`src/rtl/brancher_n_pkg.sv`:
```
// Shared helpers for the N-way stream brancher: width math and the
// lowest-set-bit selector used by unicast routing.
package brancher_n_pkg;

  localparam int MAX_CHANNELS = 16;

  function automatic int clog2(input int value);
    int r;
    for (r = 0; (1 << r) < value; r++) begin
    end
    return r;
  endfunction

  // A depth-1 FIFO still needs a 1-bit pointer to index its storage.
  function automatic int ptr_w(input int depth);
    return (clog2(depth) < 1) ? 1 : clog2(depth);
  endfunction

  function automatic int cnt_w(input int depth);
    return clog2(depth + 1);
  endfunction

  function automatic logic [MAX_CHANNELS-1:0] lowest_one(input logic [MAX_CHANNELS-1:0] mask);
    return mask & (~mask + 16'd1);
  endfunction

endpackage

```
`src/rtl/brancher_fifo.sv`:
```
// Single-channel DEPTH-entry FIFO behind one brancher output; optional
// burst mode lets a full FIFO take a word in the cycle its head leaves.
module brancher_fifo
  import brancher_n_pkg::*;
#(
  parameter int    WIDTH = 32,
  parameter int    DEPTH = 2,
  parameter string BURST = "yes"
) (
  input  logic             iCLK,
  input  logic             iRST,
  input  logic             iValid_AM,
  output logic             oReady_AM,
  input  logic [WIDTH-1:0] iData_AM,
  output logic             oValid_BM,
  input  logic             iReady_BM,
  output logic [WIDTH-1:0] oData_BM
);

  localparam int PW = ptr_w(DEPTH);
  localparam int CW = cnt_w(DEPTH);
  localparam logic [CW-1:0] FULL = CW'(DEPTH);
  localparam logic [PW-1:0] LAST = PW'(DEPTH - 1);
  localparam bit BURST_EN = (BURST == "yes");

  logic [WIDTH-1:0] mem [DEPTH];
  logic [PW-1:0]    rd_ptr, wr_ptr;
  logic [CW-1:0]    count;
  logic             push, pop;

  assign oValid_BM = (count != '0);
  assign oData_BM  = mem[rd_ptr];
  assign pop       = oValid_BM & iReady_BM;
  assign oReady_AM = iRST & ((count < FULL) | (BURST_EN & (count == FULL) & pop));
  assign push      = iValid_AM & oReady_AM;

  always_ff @(posedge iCLK) begin
    if (!iRST) begin
      rd_ptr <= '0;
      wr_ptr <= '0;
      count  <= '0;
      for (int i = 0; i < DEPTH; i++) mem[i] <= '0;
    end else begin
      if (push) begin
        mem[wr_ptr] <= iData_AM;
        wr_ptr      <= (wr_ptr == LAST) ? '0 : wr_ptr + PW'(1);
      end
      if (pop) rd_ptr <= (rd_ptr == LAST) ? '0 : rd_ptr + PW'(1);
      case ({push, pop})
        2'b10:   count <= count + CW'(1);
        2'b01:   count <= count - CW'(1);
        default: ;
      endcase
    end
  end

endmodule

```
`src/rtl/brancher_n.sv`:
```
// N-way stream brancher: routes one valid/ready stream to a unicast or
// multicast subset of per-channel FIFOs with all-or-nothing acceptance.
module brancher_n
  import brancher_n_pkg::*;
#(
  parameter int    CHANNELS  = 4,
  parameter int    WIDTH     = 32,
  parameter int    DEPTH     = 2,
  parameter string BURST     = "yes",
  parameter string MULTICAST = "no"
) (
  input  logic                      iCLK,
  input  logic                      iRST,
  input  logic                      iValid_AM,
  output logic                      oReady_AM,
  input  logic [CHANNELS-1:0]       iSelect_AM,
  input  logic [CHANNELS*WIDTH-1:0] iData_AM,
  output logic [CHANNELS-1:0]       oValid_BM,
  input  logic [CHANNELS-1:0]       iReady_BM,
  output logic [CHANNELS*WIDTH-1:0] oData_BM
);

  logic [CHANNELS-1:0] sel_eff, acc, push;

  assign sel_eff = (MULTICAST == "yes") ? iSelect_AM
                 : CHANNELS'(lowest_one(MAX_CHANNELS'(iSelect_AM)));

  // Unselected channels never block; an empty mask is consumed and dropped.
  assign oReady_AM = iRST & (&(acc | ~sel_eff));

  generate
    for (genvar k = 0; k < CHANNELS; k++) begin : g_ch
      assign push[k] = iValid_AM & oReady_AM & sel_eff[k];

      brancher_fifo #(
        .WIDTH(WIDTH),
        .DEPTH(DEPTH),
        .BURST(BURST)
      ) u_fifo (
        .iCLK     (iCLK),
        .iRST     (iRST),
        .iValid_AM(push[k]),
        .oReady_AM(acc[k]),
        .iData_AM (iData_AM[k*WIDTH +: WIDTH]),
        .oValid_BM(oValid_BM[k]),
        .iReady_BM(iReady_BM[k]),
        .oData_BM (oData_BM[k*WIDTH +: WIDTH])
      );
    end
  endgenerate

endmodule

```
`config.mk`:
```
export PLATFORM = sky130hd
export DESIGN_NAME = brancher_n
export DESIGN_NICKNAME = d
export VERILOG_FILES = /design/src/rtl/brancher_n_pkg.sv /design/src/rtl/brancher_fifo.sv /design/src/rtl/brancher_n.sv
export SDC_FILE = /design/constraint.sdc
export NUM_CORES = 1
export LEC_CHECK = 0
export BUFFER_PORTS_ARGS = -buffer_cell sky130_fd_sc_hd__buf_2
export CAP_MARGIN = 40
export CELL_PAD_IN_SITES_DETAIL_PLACEMENT = 0
export CELL_PAD_IN_SITES_GLOBAL_PLACEMENT = 1
export CORE_MARGIN = 2
export CORE_UTILIZATION = 45
export DETAILED_ROUTE_END_ITERATION = 10
export HOLD_SLACK_MARGIN = 0.15
export PLACE_DENSITY_LB_ADDON = 0.25
export SETUP_SLACK_MARGIN = 0.02
export SYNTH_ARGS = -nofsm -noshare
export SYNTH_HDL_FRONTEND = slang
export SYNTH_HIERARCHICAL = 1
export SYNTH_SLANG_ARGS = --single-unit
```
`constraint.sdc`:
```
create_clock -name iCLK -period 3.22 [get_ports iCLK]
set_clock_uncertainty 0.2 [all_clocks]
set_input_delay 0.322 -clock iCLK [delete_from_list [all_inputs] [get_ports iCLK]]
set_output_delay 0.322 -clock iCLK [all_outputs]
set_load 0.02 [all_outputs]
```
# Yosys cells after proc, flatten, opt, wreduce, memory -nomap -nowiden
# Memory sizes are Yosys's and may differ from the RTL's. A register that Yosys moved wholly into a read port is not among the register bits.
# Index checks and enable logic that the tools add are counted.
# totals
input_bits,139
mem_count,4
output_inout_bits,133
wordCells,137
ram_bits,256
ff_bits,16
# memory_table
name,depth,width,read_ports,rd_ports_with_merged_regs,wr,line_no,rtl
g_ch[0].u_fifo.mem,2,32,1,1,2,brancher_fifo.sv:26,logic [WIDTH-1:0] mem [DEPTH];
g_ch[1].u_fifo.mem,2,32,1,1,2,brancher_fifo.sv:26,
g_ch[2].u_fifo.mem,2,32,1,1,2,brancher_fifo.sv:26,
g_ch[3].u_fifo.mem,2,32,1,1,2,brancher_fifo.sv:26,
# classes
n_mux,45
magnitude_cmp,4
add_sub_neg,17
eq_ne,12
reduce_logical,13
n_bitwise,30
# op_table
op,count
$mux 32,4
$reduce_or 32->1,4
$mux 1,37
$and 1x1->1,22
$eq 2x2->1 const B,8
$pmux 2 s2,4
$reduce_bool 2->1,8
$add 1x1->1 const B,8
$add 2x1->2 const B,4
$eq 2x1->1 const B,4
$lt 2x2->1 const B,4
$not 4->4,2
$sub 2x1->2 const B,4
$add 4x1->4 const B,1
$and 4x4->4,1
$or 1x1->1,4
$or 4x4->4,1
$reduce_and 4->1,1

# Longest topological paths before layout
# Gate-level depths: netlist (run 1).
# depth
depth_word,16
mapped_depth,12
mapped_depth_nobuf,12

# Hierarchy
# Netlist (run 1), hierarchy kept.
# modules_own_cells
module,seq_area_each_um2,cells_per_inst,instances,area_per_inst_um2
brancher_fifo,2021.9,200,4,3067.9
brancher_n,0.0,14,1,77.6

# Least setup slack after synthesis (run 1)
# OpenSTA, ideal clock, no wires.
# synth_timing
path_type,flip-flop to flip-flop
startpoint,reg g_ch[1].u_fifo.count[0]
endpoint,mem g_ch[1].u_fifo.mem[0][0] (enable)
t_arrival_ps,2196
stages_incl_launch_ff,9
n_path_buf,0
path_slack_ps,434
t_required_ps,2630
setup_ps,390
period_less_slack_ps,2786
cell_sequence,dfxtp_1 > nand2b_4 > nand2_1 > and2_1 > nand2_1 > nor3_1 > nand2_2 > a211oi_4 > or2b_1
# synth_rtl
element,line_no,rtl
"start, declared",brancher_fifo.sv:28,logic [CW-1:0] count;
"start signal, assigned",brancher_fifo.sv:50,2'b10: count <= count + CW'(1);
"start signal, assigned",brancher_fifo.sv:51,2'b01: count <= count - CW'(1);
"end, declared",brancher_fifo.sv:26,

# Final worst setup path (run 1)
# layout_timing
startpoint,in iRST
endpoint,out oReady_AM
# layout_via
elab_chain_len,4
word_cells_on_any_way,7
classes_between,bitwise: 6; reduce/logical: 1
# layout_lines
element,line_no,rtl
"start, declared",brancher_n.sv:13,"input logic iRST,"
$and 1x1->1,brancher_fifo.sv:34,assign oReady_AM = iRST & ((count < FULL) | (BURST_EN & (count == FULL) & pop));
net acc[2],brancher_n.sv:23,"logic [CHANNELS-1:0] sel_eff, acc, push;"
$or 4x4->4,brancher_n.sv:29,assign oReady_AM = iRST & (&(acc | ~sel_eff));
$reduce_and 4->1,brancher_n.sv:29,
$and 1x1->1,brancher_n.sv:29,
"end, declared",brancher_n.sv:15,"output logic oReady_AM,"
# The timed path passes the listed nets, and every way through them passes these cells.

==> flow_summary.yaml, run 1 <==
logic_synthesis:
  yosys.area.top_type: "edfxtp_1"
  synth-compound-area-share_pct: 2.513
  synth_cells: 814
  yosysWarnings: 6
  synthSimpleGateAreaFrac_pct: 15.97
  yosysSeqAreaShare_pct: 65.49
  synth_cell_types: 31
  synthTopCellsByArea: "edfxtp_1 62%, and2_1 13%, mux2_2 11%, dfxtp_1 3.2%, buf_6 2.2%"
  muxShareOfSynthArea_pct: 11.67
  synth-edff-count: 256
  synthAdderAreaFrac_pct: 0.4053
  synth_top_area_share_pct: 62.25
  synth_top_family_by_area: "simple AND/OR/NAND/NOR gates"
  synth_xor_area_share_pct: 0.8511
  synthArstFlopShare_pct: 0
  synthFlopType: "edfxtp_1"
  syn-num-nets: 957
  synth.cell_area_um2: 12350
  ys_seq_elements: 276
  syn_area_per_cell_um2: 15.17
clock_network:
  cts-resized-gates: 0
  postCtsHoldBufs: 135
  path_clk_slew_ns: 0.06
  cts_tree: "built"
  cts_buffer_depth: 3
  post_cts_buffers: 0
  root_buffer: "clkbuf_16"
  clk_latency_ns: 0.54
  cts.sinks: 276
  htreeDepth: 1
  cts_buffers: 30
place:
  dp_hpwl_um: 15250
  placed_cells: 1408
  port_buffers: 271
  dp_slack_ns: 0.5553
  gp_congestion: 0.7567
detailed_routing:
  vias: 7651
  drt_iter0_drc: 288
  drcViolationCount: 0
  finalWirelength_um: 25790
  detail-route-antenna-nets: 0
  drtPass1Iterations: 4
  routedWlPerCell_um: 16.14
  vias_per_cell: 4.788
pwr:
  power_leakage_nw: 6.598
  p_int_w: 0.006450
  max-vdd-ir-drop_mv: 0.3931
  p_clk_share_pct: 41.5
  power_switching_w: 0.001742
  power_frac_comb_pct: 8.8
  power.density_nw_per_um2: 501.4
  seq_power_share_pct: 49.8
  swShare_pct: 21.26
floorplanning:
  die-area_um2: 28780
  die_w_um: 169.7
  core_um2: 26950
  start_util_pct: 45.82
  row_count: 60
  die_h_um: 169.7
  io_pins: 272
cells_and_area:
  areaGrowthSynthToFinish_pct: 32.30
  regArea_um2: 8088
  fill_cells: 2115
  multi_input_area_um2: 3879
  layout-drive-gt1-share_pct: 38.38
  layout.nets: 1377
  fin_cells: 1598
timing:
  finalSetupViolCount: 0
  slew_viol_final: 0
  worst_pin_slew_ns: 0.4661
  totalNegativeSetupSlack_ns: 0
  fin_crit_ns: 2.744
  relSlewSlack_pct: 68.93
  fmax_ghz: 0.3644
  rsz0062_at_grt: "no"
  final.setup.worst_slack_ns: 0.4761
  fin_crit_sh_pct: 85.21
  hold_viol_final: 0
flow_run:
  cap_violations: 0
worst_setup_path:
  crit_type: "primary input to output pin"
  start_kind: "primary input"
  endpoint_kind: "output pin"
  cp_data_arrival_time_ns: 2.22
  cp_max_fo: 18
  critPathRequiredTime_ns: 2.70
outcome:
  status: "finished clean"
min_path:
  min_path_type: "primary input to flop"
global_route:
  track_usage_pct: 17.63
  grt_antenna_before_repair: 1
  grt_pass1_vias: 8200
  grt_pass1_wl_um: 40260
  grt_max_degree: 34
  globalRoute.totalOverflow: 0
final cells by class:
| type | count | share of cell area, % |
|---|---|---|
| Tap cell | 341 | 2.611 |
| Inverter | 10 | 0.2297 |
| Sequential cell | 276 | 49.50 |
| Antenna cell | 1 | 0.01532 |
| Multi-Input combinational cell | 488 | 23.74 |
| Clock buffer | 35 | 4.840 |
| Clock inverter | 19 | 1.172 |
| Timing Repair Buffer | 428 | 17.89 |
layer usage:
metal	wire length, µm	share of wire (%)	up-vias	GRT usage (%)
met4	514	2.0	2	4.942
met3	1419	5.5	44	3.801
met2	13270	51	206	33.31
met1	10580	41	3696	19.99
met5	13	0.050	-	0
li1	-	-	3703	-
kinds of logic (layout without fill, tap and decap cells):
family | after synthesis | count (layout)
compound gates | 31 | 31
xor+xnor | 12 | 12
fa+ha+maj | 4 | 4
buf+inv | 50 | 492
flops | 276 | 276
mux | 128 | 128
other cells | 0 | 1
simple gates | 313 | 313
flip-flops by register name (all words and copies together), names as in the netlist, named ones only:
register / flops
g_ch.u_fifo/count: 8
g_ch.u_fifo/mem: 256
g_ch.u_fifo/rd_ptr: 4
g_ch.u_fifo/wr_ptr: 4
critical path, stage by stage:
cell and delay, ns:
dlygate4sd3_1 0.52, buf_2 0.27, buf_4 0.22, and2_1 0.14, inv_1 0.04, a211o_1 0.28
a31oi_1 0.19, buf_2 0.22
stage by stage:
| stage | utilization [%] | hold slack, ns | power, W | instance area, µm² |
|---|---|---|---|---|
| after floorplan | - | 0.2437 | 0.004481 | 12350 |
| after global placement | 51.95 | 0.2903 | 0.004732 | 14000 |
| after detailed placement | 51.95 | 0.2994 | 0.004743 | 14000 |
| after CTS | 60.61 | 0.1774 | 0.008295 | 16340 |
| after global routing | 60.61 | 0.2485 | 0.008507 | 16340 |
| final | 60.62 | 0.2157 | 0.008192 | 16340 |
Yosys cell counts (all sizes together), types with 5 or more instances:
cell    instances
buf            36
a211oi          8
o21ai           5
edfxtp        256
mux2          128
nand2          15
xnor2          12
or2b            8
inv            10
and2          264
dfxtp          20
nor2b           8
worst paths after layout:
kind	startpoint	endpoint	slack (ns)	cells past startpoint
hold reg to reg	g_ch[2].u_fifo/wr_ptr$_SDFFE_PN0P_	g_ch[2].u_fifo/wr_ptr$_SDFFE_PN0P_	0.31	2
setup / recovery	iRST	oReady_AM	0.48	8
hold / removal	iSelect_AM[1]	g_ch[1].u_fifo/wr_ptr$_SDFFE_PN0P_	0.22	6
setup reg to reg	g_ch[0].u_fifo/count[0]$_SDFFE_PN0P_	g_ch[0].u_fifo/wr_ptr$_SDFFE_PN0P_	0.63	10
power by group through the flow:
stage,clock network (W),logic (W),registers (W)
after floorplan,0,0.000337,0.00414
after global placement,0,0.000587,0.00414
after detailed placement,0,0.000590,0.00415
after CTS,0.00349,0.000725,0.00408
after global routing,0.00365,0.000770,0.00409
final,0.00340,0.000717,0.00408
placed cells by master (no fill, tap or decap), types with 10 or more instances in the layout:
cell type / count
buf_2: 271
edfxtp_1: 256
and2_1: 264
inv_1: 10
dlygate4sd3_1: 135
mux2_2: 124
nand2_1: 11
xnor2_1: 12
clkbuf_16: 31
dfxtp_1: 20
buf_4: 18
No activity file was read; power rests on OpenSTA's default activity.
==> run 2: changes to the inputs <==
PLACE_DENSITY = 0.88   (was unset)
PLACE_DENSITY_LB_ADDON = unset   (was 0.25)
==> flow_summary.yaml, run 2 (synthesis results as in run 1) <==
detailed_routing:
  finalWirelength_um: 26140
  vias: 7699
  detail-route-antenna-nets: 0
  drcViolationCount: 0
  drtPass1Iterations: 4
  routedWlPerCell_um: 16.32
  drt_iter0_drc: 396
  vias_per_cell: 4.806
global_route:
  grt_max_degree: 34
  track_usage_pct: 17.68
  grt_antenna_before_repair: 4
  globalRoute.totalOverflow: 0
  grt_pass1_vias: 8103
  grt_pass1_wl_um: 40190
clock_network:
  cts_buffer_depth: 3
  cts_buffers: 29
  htreeDepth: 1
  cts.sinks: 276
  root_buffer: "clkbuf_16"
  clk_latency_ns: 0.54
  path_clk_slew_ns: 0.06
  cts_tree: "built"
  post_cts_buffers: 0
cells_and_area:
  final_common_cell: "buf_2"
  top_regs: "g_ch.u_fifo/mem x256, g_ch.u_fifo/count x8"
  largest-register: "g_ch.u_fifo/mem"
  areaGrowthSynthToFinish_pct: 30.97
  fin_cells: 1602
  largest_reg_flops: 256
  layout-drive-gt1-share_pct: 38.03
  final_cell_mix: "271 x buf_2, 264 x and2_1, 256 x edfxtp_1"
  layout.nets: 1377
worst_setup_path:
  start_kind: "primary input"
  cp_max_fo: 23
  endpoint_kind: "output pin"
  crit_type: "primary input to output pin"
  critPathRequiredTime_ns: 2.70
  cp_data_arrival_time_ns: 2.26
place:
  dp_slack_ns: 0.4553
  port_buffers: 271
  gp_congestion: 0.7627
  dp_hpwl_um: 15870
  placed_cells: 1409
floorplanning:
  die_h_um: 169.7
  die-area_um2: 28780
  die_w_um: 169.7
  core_um2: 26950
  row_count: 60
  io_pins: 272
  start_util_pct: 45.82
timing:
  hold_viol_final: 0
  worst_pin_slew_ns: 0.4703
  finalSetupViolCount: 0
  fmax_ghz: 0.3589
  whs_ns: 0.2253
  fin_crit_ns: 2.786
  fin_crit_sh_pct: 86.53
  slew_viol_final: 0
  rsz0062_at_grt: "no"
  final.setup.worst_slack_ns: 0.4338
  totalNegativeSetupSlack_ns: 0
  relSlewSlack_pct: 68.65
min_path:
  min_path_type: "primary input to flop"
outcome:
  status: "finished clean"
flow_run:
  cap_violations: 0
pwr:
  max-vdd-ir-drop_mv: 0.3038
  finalPower_w: 0.007778
  power_leakage_nw: 6.512
  power.density_nw_per_um2: 480.9
[run 2: cell types whose count changed in the layout (fill, tap and decap cells not counted), moves of 3 or more]
cell       previous run  this run
buf_4                18        23
buf_12                4         0
bufinv_16             4         0
clkbuf_1              4         8
clkinv_2              8         5
diode_2               1         4
[run 2: layout make-up]
class / count / area [µm²]
diodes: 4 / 10.01
flip-flops and latches: 276 / 8088
multi-input cells: 488 / 3879
inverters: 10 / 37.54
well taps: 341 / 426.7
clock inverters: 16 / 83.83
repair buffers: 429 / 2880
clock buffers: 38 / 769.5
fillers: 2086 / 10780
[run 2: worst paths after layout]
check | cells past startpoint | slack [ns] | startpoint | end
worst max register to register | 10 | 0.60 | g_ch[0].u_fifo/count[0]$_SDFFE_PN0P_ | g_ch[0].u_fifo/wr_ptr$_SDFFE_PN0P_
worst min register to register | 2 | 0.30 | g_ch[3].u_fifo/wr_ptr$_SDFFE_PN0P_ | g_ch[3].u_fifo/wr_ptr$_SDFFE_PN0P_
worst max-delay path | 8 | 0.43 | iRST | oReady_AM
worst min-delay path | 5 | 0.23 | iSelect_AM[2] | g_ch[2].u_fifo/wr_ptr$_SDFFE_PN0P_
[run 2: timing repair]
action,in CTS,in global routing
hold endpoints to repair,272,0
gates resized for setup,0,0
hold buffers,135,0
[run 2: power breakdown]
group	internal [W]	switching [W]
Combinational	0.000341	0.000369
Sequential	0.00404	0.0000348
Clock	0.00168	0.00131
Total	0.00606	0.00172
[run 2: per-stage QoR]
step	cell area, µm²	utilization (%)
finish	16170	60.01
global route	16170	60.01
CTS	16160	59.98
detailed placement	13960	51.80
global placement	13960	51.80
floorplan	12350	-
[run 2: layer usage]
| layer | routed length, µm | global-route usage [%] |
|---|---|---|
| met5 | 0 | 0 |
| met4 | 812 | 6.652 |
| met3 | 1165 | 3.055 |
| met2 | 13760 | 33.45 |
| met1 | 10400 | 19.80 |
[run 2: critical path, cell delays in order]
cell           delay (ns)
dlygate4sd3_1        0.52
buf_2                0.33
buf_4                0.23
and2_1               0.15
nor3b_1              0.05
a211o_1              0.26
a31oi_1              0.17
buf_2                0.22
